[src/rtl/truth_table_sweeper.sv]
// Sequential truth-table engine: latches a 2^N-bit minterm mask and
// streams every row in ascending order while counting the minterms.
module truth_table_sweeper #(
  parameter int N = 3
) (
  input  logic                clk,
  input  logic                rst_n,
  input  logic                start,
  input  logic [(1<<N)-1:0]   table_in,
  input  logic [1:0]          mode,
  output logic                row_valid,
  input  logic                row_ready,
  output logic [N-1:0]        row_x,
  output logic                row_f,
  output logic                busy,
  output logic                done,
  output logic [N:0]          minterm_count
);

  localparam int T = 1 << N;

  typedef enum logic [1:0] {
    IDLE  = 2'd0,
    SWEEP = 2'd1,
    DONE  = 2'd2
  } state_t;

  state_t         state;
  state_t         state_n;
  logic [N-1:0]   idx;
  logic [T-1:0]   tbl;
  logic [1:0]     mode_q;
  logic [N:0]     count;

  logic           in_sweep;
  logic           cur_f;
  logic           pass;
  logic           adv;
  logic           last_row;

  assign in_sweep = (state == SWEEP);
  assign cur_f    = tbl[idx];
  assign last_row = &idx;

  // Mode 3 behaves like mode 0: every row is offered.
  always_comb begin
    pass = 1'b1;
    unique case (mode_q)
      2'd1:    pass = cur_f;
      2'd2:    pass = !cur_f;
      default: pass = 1'b1;
    endcase
  end

  // Filtered rows never wait on the consumer.
  assign adv = in_sweep && (!pass || row_ready);

  always_ff @(posedge clk or negedge rst_n) begin
    if (!rst_n) begin
      state <= IDLE;
    end else begin
      state <= state_n;
    end
  end

  always_comb begin
    state_n = state;
    unique case (state)
      IDLE:    if (start) state_n = SWEEP;
      SWEEP:   if (adv && last_row) state_n = DONE;
      DONE:    state_n = IDLE;
      default: state_n = IDLE;
    endcase
  end

  always_ff @(posedge clk or negedge rst_n) begin
    if (!rst_n) begin
      idx    <= '0;
      tbl    <= '0;
      mode_q <= '0;
      count  <= '0;
    end else if (state == IDLE && start) begin
      idx    <= '0;
      tbl    <= table_in;
      mode_q <= mode;
      count  <= '0;
    end else if (adv) begin
      if (cur_f) count <= count + (N+1)'(1);
      if (!last_row) idx <= idx + N'(1);
    end
  end

  assign row_valid     = in_sweep && pass;
  assign row_x         = in_sweep ? idx : '0;
  assign row_f         = in_sweep && cur_f;
  assign busy          = (state != IDLE);
  assign done          = (state == DONE);
  assign minterm_count = count;

endmodule
[config.mk]
export PLATFORM = sky130hd
export DESIGN_NAME = truth_table_sweeper
export DESIGN_NICKNAME = d
export VERILOG_FILES = /design/src/rtl/truth_table_sweeper.sv
export SDC_FILE = /design/constraint.sdc
export NUM_CORES = 1
export LEC_CHECK = 0
export ABC_CLOCK_PERIOD_IN_PS = 4100
export CAP_MARGIN = 10
export CORE_ASPECT_RATIO = 0.7
export CORE_MARGIN = 4
export CORE_UTILIZATION = 30
export CTS_CLUSTER_SIZE = 14
export DETAILED_ROUTE_END_ITERATION = 16
export PLACE_DENSITY = 0.63
export SYNTH_ARGS = -nofsm -noshare
export SYNTH_HDL_FRONTEND = slang
export SYNTH_SLANG_ARGS = --single-unit
[constraint.sdc]
create_clock -name clk -period 4.1 [get_ports clk]
set_input_delay 0.41 -clock clk [delete_from_list [all_inputs] [get_ports clk]]
set_output_delay 0.41 -clock clk [all_outputs]
set_load 0.01 [all_outputs]
Word-level counts from Yosys, hierarchy flattened:

Cells that the tools add are included.

* bits in registers: 19
* input bits: 14
* output and inout bits: 11
* logic and storage cells: 44

* add/sub/neg operators: 2
* magnitude comparators: 1
* equality and inequality tests: 7
* muxes and demuxes: 13
* reduce and logical (&&, ||, !) cells: 16

Operator list (number)
* $mux 3: 4
* $mux 4: 3
* $reduce_and 2->1: 3
* $reduce_bool 2->1: 3
* $logic_and 1x1->1: 5
* $add 4x1->4 const B: 1
* $eq 2x1->1 const B: 2
* $eq 2x2->1 const B: 2
* $lt 3x4->1 const B: 1
* $mux 2: 2
* $ne 2x1->1 const B: 2
* $pmux 2 s2: 1
* $add 3x1->3 const B: 1
* $bmux 1 s3: 1
* $reduce_and 3->1: 1
* $logic_not 1->1: 2
* $logic_not 2->1: 1
* $ne 2x2->1 const B: 1
* $pmux 1 s2: 1
* $logic_or 1x1->1: 1
* $mux 1: 1

Depth between registers and ports, before layout:

* depth in word-level cells: 10
* gate-level depth with buffers: 6
* depth with buffers taken out: 6

Worst setup path before layout:

No wires, ideal clock.

* path type: reg-to-output
* from: register idx[0]
* to: output port row_valid
* arrival: 1735 ps
* required time: 3690 ps
* setup slack: 1955 ps
* stages on the path, launching flop included: 5
* buffers on the path: 0
* cells stage by stage: dfrtp_1 mux4_1 mux2i_4 nor3_1 a211oi_1

* longest elaborated chain between the ends: 5

RTL lines
* from (decl): line 30 `logic [N-1:0] idx;`
* from (signal assigned): line 89 `if (!last_row) idx <= idx + N'(1);`
* $bmux 1 s3 *: line 42 `assign cur_f = tbl[idx];`
* $mux 1 (not written as such) *: line 42
* $logic_not 1->1: line 50 `2'd2: pass = !cur_f;`
* $pmux 1 s2 *: line 48 `unique case (mode_q)`
* $logic_and 1x1->1 *: line 93 `assign row_valid = in_sweep && pass;`
* to (decl): line 11 `output logic row_valid,`

Every way passes the cells marked *; elsewhere a longest branch is shown, timed or not. The select of a mux whose other input is x is not followed.

Final worst setup path:

Ends and elaborated chain as after synthesis.

==> summary.txt <==
Status -> finished, final reports clean
Final Wtd Congestion -> 0.725
Ports -> 25
Syn Inst Count -> 120
Kind of critical path -> reg -> out
Tot Pwr -> 0.00109 W
Fmax -> 315 MHz
Crit share post-route -> 77.4%
Post-Route WL -> 2550 um
Post-Synth Simple-Gate Area -> 25.9%
Setup_tns -> 0 ns
Register bit total from synthesis -> 19
Fill cells -> 371
CTS Sinks -> 19
Final slew viol count -> 0
Maximum VDD drop -> 0.000231 V
First-pass GRT wire length -> 4380 um
Crit path DAT -> 2.76 ns
ANT nets after route -> 0
Total GRT Usage -> 11.7%
Commonest cells after routing, fill and taps aside -> nand2_1 (32), clkdlybuf4s50_1 (24), dfrtp_1 (19)
CTS Buffer Depth -> 2
Register area share after synthesis -> 41.7%
R2R depth -> 6
Mapped Area -> 1140 um^2
Worst skew pair latency -> 0.26 ns
N_diodes -> 0
Total iterations of the first detailed-routing run -> 4
CTS tree -> yes
Largest family of logic cells by synthesized area -> simple AND/OR/NAND/NOR gates
Largest net degree at the start of global routing -> 23
WL/cell -> 13.1 um
Synth warn -> 0
Root buffer cell -> clkbuf_8
R2r setup slk -> 1.98 ns
Grt ovf -> 0
Finished Core Util -> 40.6%
Hold_ws -> 0.481 ns
Via Count -> 978
Max transition margin -> 30.6%
Nets -> 164
Synth Area in Compound Gates -> 12.8%
RR Startpoint -> idx[0]$_DFFE_PN0P_
Post-CTS Setup Inserts -> 0
Setup violators final -> 0
Chip height -> 59.6 um
Hold Path Class -> reg -> reg
H-tree levels -> 1
Post-Synth XOR/XNOR Area -> 0%
Dpl hpwl -> 1830 um
Synth unique cells -> 32
Initial antenna violation count -> 0
Unrepaired setup endpoints after global routing -> false
Hold Crit Endpoint -> tbl[5]$_DFFE_PN0P_
Mux cell area share after synthesis -> 8.45%
Hold bufs inserted after CTS -> 0
# DRC -> 0
Post-synth net total -> 139
CP Max Fanout -> 19
Vias in the first global route -> 965
CP Capture Type -> output pin
Worst Tran Pin Value -> 1.04 ns
Avg Synthesized Cell Area -> 9.50 um^2
Core ar. -> 3580 um^2
# port buffers -> 24
Crit start category -> flop
Pleak -> 0.623 nW
Post-Synth Adder-Cell Area -> 5.49%
Site Rows -> 18
Die X -> 81.7 um
Clock skew -> 0.00210 ns
Max-cap violations -> 0
Pwr dens -> 750 nW/um^2
Vias per cell -> 5.04
CP required -> 3.69 ns
Final min period -> 3.17 ns
RR Endpoint -> idx[0]$_DFFE_PN0P_
Starting density of the core -> 31.8%
TritonCTS Buffers -> 3
Area growth, synth to finish -> 27.6%
Final hold violations -> 0
Min-delay src -> tbl[5]$_DFFE_PN0P_
Commonest non-fill, non-tap cell in the layout -> nand2_1
Worst-path clk slew -> 0.08 ns
Die area -> 4870 um^2
Post-CTS sizing -> 0
Hold depth -> 2
Starting DRT DRC Count -> 34
Fraction of layout cells with a size suffix above 1 -> 8.33%
[cell type report]
| type | instances | area (um^2) | share of cell area (%) |
|---|---|---|---|
| Sequential cell | 19 | 475 | 32.7 |
| Tap cell | 50 | 62.6 | 4.30 |
| Clock inverter | 1 | 7.51 | 0.516 |
| Clock buffer | 3 | 41.3 | 2.84 |
| Timing Repair Buffer | 24 | 240 | 16.5 |
| Multi-Input combinational cell | 90 | 601 | 41.3 |
| Inverter | 7 | 26.3 | 1.81 |
[through the flow]
step / worst slack, ns / instance area, um^2 / cells
CTS: 0.913 / 1450 / 194
global route: 0.805 / 1450 / 194
floorplan: 1.96 / 1140 / 120
finish: 0.927 / 1450 / 194
detailed placement: 1.22 / 1410 / 190
global placement: 1.31 / 1410 / 190
[state kept, by name, summed over array words and instances (netlist names)]
signal and count:
tbl 8, idx 3, mode_q 2, state 2, minterm_count 4
[where the power goes]
part | switching (W) | internal, W
Clock | 0.0000685 | 0.0000686
Combinational | 0.000336 | 0.000289
Sequential | 0.0000616 | 0.000267
[worst max-delay path: stages, from the launching register on]
cell	delay, ns
dfrtp_1	0.46
mux4_1	0.65
mux2i_4	0.48
nor3_1	0.09
a211oi_1	0.25
clkdlybuf4s50_1	0.58
[how the worst max path moves through the flow]
stage | startpoint | end | slack, ns | cells after the start
after CTS | idx[0]$_DFFE_PN0P_ | row_valid | 0.91 | 5
after floorplan | idx[0]$_DFFE_PN0P_ | row_valid | 1.96 | 4
after global routing | idx[0]$_DFFE_PN0P_ | row_valid | 0.80 | 5
after global placement | idx[0]$_DFFE_PN0P_ | row_valid | 1.31 | 5
after detailed placement | idx[0]$_DFFE_PN0P_ | row_valid | 1.22 | 5
final | idx[0]$_DFFE_PN0P_ | row_valid | 0.93 | 5
[metal layers]
metal / share of wire (%) / vias up / GRT usage [%]
met3: 6.3 / 0 / 4.26
li1: - / 480 / -
met2: 44 / 27 / 19.4
met1: 49 / 471 / 15.3
met4: 0 / 0 / 0.711
met5: 0 / - / 0
[logic make-up (layout without fill, tap and decap cells)]
family | Yosys count | after routing
DFF | 19 | 19
adders and majority gates | 5 | 5
buffers and inverters | 11 | 35
and+or+nand+nor | 60 | 60
muxes | 5 | 5
AOI/OAI and AO/OA | 20 | 20
[synth_stat cells]
cell	n	area share, %
and4_2	1	0.88
inv_1	7	2.3
o21ai_0	5	2.2
ha_1	5	5.5
o41ai_1	1	0.77
buf_8	1	1.3
mux2i_1	1	0.88
nand4_1	4	2.2
or3b_2	1	0.77
o221a_2	1	0.99
nor3_1	3	1.3
nand3_1	3	1.3
buf_2	1	0.44
mux4_1	2	4.6
a211oi_1	4	2.6
clkbuf_8	1	1.2
nor2_1	7	2.3
or2_2	1	0.55
and4_1	2	1.5
mux2_2	1	0.99
nand2b_1	1	0.55
nand2_1	32	11
clkbuf_1	1	0.33
o31ai_1	2	1.3
or4_1	1	0.66
o311ai_0	3	2.3
mux2i_4	1	2.0
nor3b_2	2	2.2
dfrtp_1	19	42
o211ai_1	2	1.3
o21bai_1	2	1.3
nor2b_1	2	1.1
No activity file was read; power rests on OpenSTA's default activity.
